==> config.mk <==
export PLATFORM = sky130hd
export DESIGN_NAME = i2c_eeprom_master
export DESIGN_NICKNAME = d
export VERILOG_FILES = /design/src/rtl/i2c_eeprom_master.sv
export SDC_FILE = /design/constraint.sdc
export NUM_CORES = 1
export LEC_CHECK = 0
export ABC_AREA = 1
export CORE_ASPECT_RATIO = 1.25
export CORE_MARGIN = 8
export CORE_UTILIZATION = 30
export CTS_CLUSTER_DIAMETER = 40
export DETAILED_ROUTE_END_ITERATION = 7
export PLACE_DENSITY_LB_ADDON = 0.1
export SETUP_SLACK_MARGIN = 0.1
export SYNTH_ARGS = -nofsm -noshare
export SYNTH_HDL_FRONTEND = slang
export SYNTH_SLANG_ARGS = --single-unit
==> constraint.sdc <==
create_clock -name aclk -period 2.44 [get_ports aclk]
set_input_delay 0.488 -clock aclk [delete_from_list [all_inputs] [get_ports aclk]]
set_output_delay 0.488 -clock aclk [all_outputs]
set_load 0.005 [all_outputs]
==> src/rtl/i2c_eeprom_master.sv <==
// Byte-level I2C master for AT24C02-class EEPROMs: one byte write or one random read
// per start strobe, with busy/done/ack_err status and read-data capture.
module i2c_eeprom_master #(
    parameter int QTR_CNT = 62
) (
    input  logic       aclk,
    input  logic       areset,
    input  logic       start,
    input  logic       rw,
    input  logic [6:0] dev_addr,
    input  logic [7:0] mem_addr,
    input  logic [7:0] wdata,
    output logic [7:0] rdata,
    output logic       busy,
    output logic       done,
    output logic       ack_err,
    output logic       scl,
    output logic       sda_oe,
    input  logic       sda_i
);

    typedef enum logic [3:0] {
        IDLE, START, TX_BYTE, RX_ACK, RSTART, RX_BYTE, TX_NACK, STOP, DONE
    } state_t;

    state_t      state_reg, state_next;
    logic [7:0]  qcnt_reg;
    logic [1:0]  phase_reg;
    logic [2:0]  bit_reg;
    logic [1:0]  byte_reg;
    logic        rw_reg;
    logic [6:0]  dev_reg;
    logic [7:0]  mem_reg, wdata_reg, tx_reg, rx_reg;
    logic        ack_reg;
    logic        sda_meta, sda_sync;
    logic        scl_next, sda_oe_next;
    logic        qtr_end, slot_end, sample;

    assign qtr_end  = (qcnt_reg == 8'(QTR_CNT - 1));
    assign slot_end = qtr_end && (phase_reg == 2'd3);
    assign sample   = qtr_end && (phase_reg == 2'd2);

    always_ff @(posedge aclk or posedge areset) begin
        if (areset) state_reg <= IDLE;
        else        state_reg <= state_next;
    end

    always_comb begin
        state_next = state_reg;
        case (state_reg)
            IDLE:    if (start) state_next = START;
            START:   if (slot_end) state_next = TX_BYTE;
            TX_BYTE: if (slot_end && bit_reg == 3'd7) state_next = RX_ACK;
            RX_ACK: begin
                if (slot_end) begin
                    if (ack_reg)               state_next = STOP;
                    else if (byte_reg == 2'd0) state_next = TX_BYTE;
                    else if (byte_reg == 2'd1) state_next = rw_reg ? RSTART : TX_BYTE;
                    else                       state_next = rw_reg ? RX_BYTE : STOP;
                end
            end
            RSTART:  if (slot_end) state_next = TX_BYTE;
            RX_BYTE: if (slot_end && bit_reg == 3'd7) state_next = TX_NACK;
            TX_NACK: if (slot_end) state_next = STOP;
            STOP:    if (slot_end) state_next = DONE;
            DONE:    state_next = IDLE;
            default: state_next = IDLE;
        endcase
    end

    // Line levels decoded from the current slot phase; registered, so the pins
    // trail the phase counter by one cycle uniformly across all slot types.
    always_comb begin
        scl_next    = 1'b1;
        sda_oe_next = 1'b0;
        case (state_reg)
            START: begin
                scl_next    = (phase_reg != 2'd3);
                sda_oe_next = phase_reg[1];
            end
            TX_BYTE: begin
                scl_next    = phase_reg[1];
                sda_oe_next = ~tx_reg[7];
            end
            RX_ACK, RX_BYTE, TX_NACK: scl_next = phase_reg[1];
            RSTART: begin
                scl_next    = (phase_reg == 2'd1) || (phase_reg == 2'd2);
                sda_oe_next = phase_reg[1];
            end
            STOP: begin
                scl_next    = (phase_reg != 2'd0);
                sda_oe_next = (phase_reg != 2'd3);
            end
            default: ;
        endcase
    end

    always_ff @(posedge aclk or posedge areset) begin
        if (areset) begin
            qcnt_reg  <= '0;
            phase_reg <= '0;
            bit_reg   <= '0;
            byte_reg  <= '0;
            rw_reg    <= 1'b0;
            dev_reg   <= '0;
            mem_reg   <= '0;
            wdata_reg <= '0;
            tx_reg    <= '0;
            rx_reg    <= '0;
            ack_reg   <= 1'b0;
            sda_meta  <= 1'b1;
            sda_sync  <= 1'b1;
            rdata     <= '0;
            busy      <= 1'b0;
            done      <= 1'b0;
            ack_err   <= 1'b0;
            scl       <= 1'b1;
            sda_oe    <= 1'b0;
        end else begin
            sda_meta <= sda_i;
            sda_sync <= sda_meta;
            done     <= 1'b0;
            scl      <= scl_next;
            sda_oe   <= sda_oe_next;

            if (state_reg == IDLE || state_reg == DONE) begin
                qcnt_reg  <= '0;
                phase_reg <= '0;
            end else if (qtr_end) begin
                qcnt_reg  <= '0;
                phase_reg <= phase_reg + 2'd1;
            end else begin
                qcnt_reg  <= qcnt_reg + 8'd1;
            end

            case (state_reg)
                IDLE: begin
                    if (start) begin
                        rw_reg    <= rw;
                        dev_reg   <= dev_addr;
                        mem_reg   <= mem_addr;
                        wdata_reg <= wdata;
                        busy      <= 1'b1;
                        ack_err   <= 1'b0;
                    end
                end
                START: begin
                    if (slot_end) begin
                        tx_reg   <= {dev_reg, 1'b0};
                        bit_reg  <= '0;
                        byte_reg <= 2'd0;
                    end
                end
                TX_BYTE: begin
                    if (slot_end) begin
                        tx_reg  <= {tx_reg[6:0], 1'b0};
                        bit_reg <= bit_reg + 3'd1;
                    end
                end
                RX_ACK: begin
                    if (sample) ack_reg <= sda_sync;
                    if (slot_end) begin
                        if (ack_reg) begin
                            ack_err <= 1'b1;
                        end else if (byte_reg == 2'd0) begin
                            tx_reg   <= mem_reg;
                            byte_reg <= 2'd1;
                        end else if (byte_reg == 2'd1 && !rw_reg) begin
                            tx_reg   <= wdata_reg;
                            byte_reg <= 2'd2;
                        end
                    end
                end
                RSTART: begin
                    if (slot_end) begin
                        tx_reg   <= {dev_reg, 1'b1};
                        byte_reg <= 2'd2;
                    end
                end
                RX_BYTE: begin
                    if (sample)   rx_reg  <= {rx_reg[6:0], sda_sync};
                    if (slot_end) bit_reg <= bit_reg + 3'd1;
                end
                TX_NACK: if (slot_end) rdata <= rx_reg;
                DONE: begin
                    busy <= 1'b0;
                    done <= 1'b1;
                end
                default: ;
            endcase
        end
    end

endmodule

Word level (Yosys, flattened, before mapping)
Cells that the tools add are included.
- bits in writable memories: 0
- input bits: 28
- memories kept: 0
- memory bits (read-only): 0
- bits in latches: 0
- logic and storage cells: 126
- output and inout bits: 13
- register bits after elaboration: 75
- add/subtract/negate cells: 3
- $lt $le $gt $ge: 0
- equality and inequality tests: 29
- multiply operators: 0
- divide/modulo/power cells: 0
- shift operators: 0
- reduce and logical (&&, ||, !) cells: 29
- muxes and demuxes: 44
- bitwise logic cells: 1
- operator list (cell ; count):
    $mux 8 ; 9
    $pmux 8 s4 ; 1
    $mux 4 ; 7
    $pmux 4 s7 ; 1
    $ne 2x2->1 const B ; 12
    $mux 2 ; 9
    $mux 3 ; 6
    $eq 4x3->1 const B ; 4
    $reduce_and 7->1 ; 2
    $reduce_and 2->1 ; 5
    $reduce_bool 2->1 ; 5
    $add 8x1->8 const B ; 1
    $eq 4x2->1 const B ; 2
    $eq 8x6->1 const B ; 1
    $pmux 2 s3 ; 1
    $pmux 3 s2 ; 1
    $reduce_and 6->1 ; 1
    $mux 1 ; 5
    $eq 2x1->1 const B ; 2
    $eq 2x2->1 const B ; 2
    $eq 4x1->1 const B ; 1
    $eq 4x4->1 const B ; 1
    $logic_and 1x1->1 ; 4
    $logic_not 4->1 ; 1
    18 further kinds ; 22

Depth between registers and ports, before layout
- depth in word-level cells: 7
- depth in mapped cells: 11
- depth with buffers taken out: 10

Least setup slack after synthesis
No wires, ideal clock.
- path type: reg2reg
- from: register qcnt_reg[1]
- to: register rdata[0]
- arrival time: 1378 ps
- path buffers: 1
- stages on the path, launching flop included: 11
- path slack: 944 ps
- library setup time: 117 ps
- clock period less this slack: 1496 ps
- data required time: 2323 ps
- path through: dfrtp_1 -> inv_1 -> ha_1 -> nand2_1 -> nor2_1 -> nand3_1 -> inv_2 -> nand2_2 -> buf_4 -> nand2_1 -> o21ai_2
- cells in the longest elaborated chain, start to end: 3
- RTL lines (item ; RTL line ; text):
    from (decl) ; 27 ; logic [7:0] qcnt_reg;
    from (signal assigned) ; 133 ; qcnt_reg <= qcnt_reg + 8'd1;
    $eq 8x6->1 ; 39 ; assign qtr_end = (qcnt_reg == 8'(QTR_CNT - 1));
    $logic_and 1x1->1 ; 40 ; assign slot_end = qtr_end && (phase_reg == 2'd3);
    $reduce_and 2->1 (no line) ; -- ;
    to (signal assigned) ; 184 ; TX_NACK: if (slot_end) rdata <= rx_reg;
    to (decl) ; 13 ; output logic [7:0] rdata,
Every way passes these cells.
A chain may end at the register's enable or synchronous reset.

Final worst setup path
- from: register scl
- to: output port scl
- RTL lines (item ; RTL line ; text):
    from (decl) ; 17 ; output logic scl,
    from (signal assigned) ; 123 ; scl <= scl_next;
No word-level cell between the ends.

==> flow_summary_export.csv <==
group,metric,value,unit
detailed_routing,avgViaCountPerCell,4.43,
clocking,clockBufferDepth,2,
timing,fin_crit,1820,ps
die,die_area,15900,um^2
placed_design,place.gp.congestion,0.768,
layout,fillerInstances,1239,
setup_path,cp_num_buf_inv,1,
synthesis,yosys_warnings,0,
power_and_ir_drop,power.internal,2.91,mW
global_routing,grt_pass1_vias,2737,
layout,finalNetCount,468,
synthesis,ys_types,33,
layout,drive_gt1_share,18.3,%
timing,skew,8.01,ps
synthesis,synth_area,3630,um^2
timing,fin_tns_setup,0,ps
clocking,root_buffer,"clkbuf_16",
power_and_ir_drop,power_frac_comb,27.8,%
power_and_ir_drop,p_sw_share,32.1,%
detailed_routing,initialDrtViolationCount,106,
global_routing,antenna_found_initial,0,
die,initial_core_util,30.2,%
timing,rsz0062_at_grt,"no",
synthesis,synth_area_per_cell,9.45,um^2
synthesis,synth_area_leaders,"dfrtp_1 50%, nand2_1 11%, mux2_2 4.7%",
die,core_area,12000,um^2
synthesis,async_flop_share,100,%
global_routing,gr-usage-all-layers,10.9,%
timing,hold_viol,0,
clocking,cts_tree,"yes",
setup_path,path_cells,"clkdlybuf4s50_1",
clocking,cts_resized,0,
clocking,cts_setup_buffers,0,
timing,max_freq,0.551,GHz
synthesis,synth_commonest_cells,"108 x nand2_1, 72 x dfrtp_1, 40 x inv_1",
run,maxCapViolCount,0,
synthesis,synth_nets,419,
power_and_ir_drop,pwr-share-clk,32.3,%
global_routing,grt_max_degree,36,
clocking,clock_sinks,75,
timing,tightestPinTransition,550,ps
die,fp.dieW,114,um
synthesis,synth_edf_count,0,
power_and_ir_drop,p_per_area,945,nW/um^2
setup_path,cp.arrival,1330,ps
setup_path,max_stage_delay,510,ps
placed_design,hpwl,6080,um
die,design.portCount,41,
detailed_routing,via_count,2664,
worst_hold_path,hold_path.class,"reg -> reg",
detailed_routing,final_antenna_net_count,0,
setup_path,crit_type,"reg -> out",
synthesis,syn-instance-count,384,
global_routing,grt_pass1_wl,13600,um
synthesis,yosysSeqAreaShare,51.8,%
detailed_routing,route.detailed.drc,0,
layout,areaGrowthSynthToFinish,24.9,%
power_and_ir_drop,p_leak,2.11,nW
clocking,holdBufCountCts,0,
power_and_ir_drop,vdd_ir_drop_max,0.413,mV
clocking,htree_num_levels,3,
synthesis,yosysMostFrequentCell,"nand2_1",
setup_path,critPathSlowestCell,"dfstp_2",
timing,post-route-period-util,74.4,%
detailed_routing,first_pass_iters,4,
global_routing,grt_overflow,0,
synthesis,yosysTopAreaCellShare,49.7,%
power_and_ir_drop,switchingPower,1.38,mW
clocking,cts_buffers,9,
setup_path,worstPathMaxFanout,1,
timing,finalMaxSlewViolations,0,
synthesis,yosysTopAreaCell,"dfrtp_1",
synthesis,ys_ff_latch,75,
die,die_y,139,um
detailed_routing,drt_wl_total,8010,um
layout,diodes,0,
setup_path,cp-start-kind,"flip-flop",
die,num_rows,45,
status,status,"finished clean",
clocking,clk_latency,340,ps
synthesis,ys.flop_type,"dfrtp_1",
timing,holdWs,357,ps
power_and_ir_drop,seqPwrFrac,40.0,%
timing,finalSetupViolations,0,
timing,max_slew_margin,63.3,%
detailed_routing,wl_per_cell,13.3,um
clocking,clk_pin_slew,70,ps
setup_path,cp.required,1950,ps
setup_path,cp-end-kind,"output pin",
setup_path,cp_top_family,"flip-flops",
placed_design,portBuffers,40,
-- power groups by stage --
stage	registers, mW	clock network [mW]	logic, mW
final	1.71	1.38	1.19
after global routing	1.75	1.47	1.34
after CTS	1.72	1.42	1.21
after detailed placement	1.74	0	1.21
after global placement	1.74	0	1.20
after floorplan	1.68	0	0.929
-- per-stage QoR --
step	std cells	area [um^2]	worst slack [ps]	power [mW]	util [%]
2_1_floorplan	384	3630	944	2.61	-
3_3_place_gp	586	4220	617	2.94	35.2
3_5_place_dp	586	4220	616	2.95	35.2
4_1_cts	602	4530	605	4.35	37.8
5_1_grt	602	4530	446	4.56	37.8
6_report	602	4530	625	4.28	37.8
-- final timing paths --
path,from,to,slack [ps],depth (start not counted)
worst max-delay path,scl$_DFF_PP1_,scl,620,1
min in group asynchronous,areset,busy$_DFFE_PP0P_,550,2
max in group asynchronous,areset,sda_sync$_DFF_PP1_,1280,3
worst min register to register,sda_meta$_DFF_PP1_,sda_sync$_DFF_PP1_,360,0
worst min-delay path,sda_meta$_DFF_PP1_,sda_sync$_DFF_PP1_,360,0
worst max register to register,qcnt_reg[1]$_DFF_PP0_,rdata[6]$_DFFE_PP0P_,710,9
-- cells by family after synthesis --
group,count (synthesis),share of synthesized area (%)
muxes,23,7.97
xor gates and xnor gates,3,0.725
buffers and inverters,51,6.24
and+or+nand+nor,177,22.1
adders and majority gates,7,2.41
DFF,75,51.8
AOI/OAI and AO/OA,48,8.69
-- routing by layer --
metal	track usage (%)	vias to the layer above	routed length [um]
met4	4.85	0	151
met5	0	-	0
met3	2.66	12	251
met2	18.7	38	4220
li1	-	1355	-
met1	12.5	1259	3390
-- cells in the final DEF (no fill, tap or decap) --
master	netlist	routed
a21oi_1	6	6
a31oi_1	1	1
buf_12	0	1
buf_4	1	2
bufinv_16	0	1
clkbuf_16	0	9
clkbuf_8	0	1
clkdlybuf4s50_1	0	40
clkinv_2	1	1
clkinvlp_4	0	3
dfrtp_1	72	72
dfstp_2	3	3
ha_1	7	7
inv_1	40	39
inv_2	5	5
inv_6	0	3
mux2_2	15	15
mux2_4	8	8
nand2_1	108	108
nand2_2	4	4
nand2_4	2	2
nand3_1	19	19
nand3_2	3	3
nand3_4	1	1
nand4_1	6	6
nor2_1	23	23
nor2_2	1	1
nor2_4	4	4
nor3_1	5	5
o2111ai_1	4	4
o211ai_1	1	1
o21ai_0	20	20
o21ai_1	3	3
o21ai_2	11	11
o21ai_4	1	1
o221ai_1	1	1
or2_2	1	1
xnor2_1	1	1
xor2_1	2	2
-- cell type report --
cell class	count	area, um^2	share of cell area [%]
clock buffer	10	239	5.28
clock inverter	6	71.3	1.57
inverter	46	178	3.92
multi-input combinational	258	1520	33.6
sequential	75	1880	41.5
tap	164	205	4.53
timing repair buffer	43	435	9.61
No activity file was read; power rests on OpenSTA's default activity.
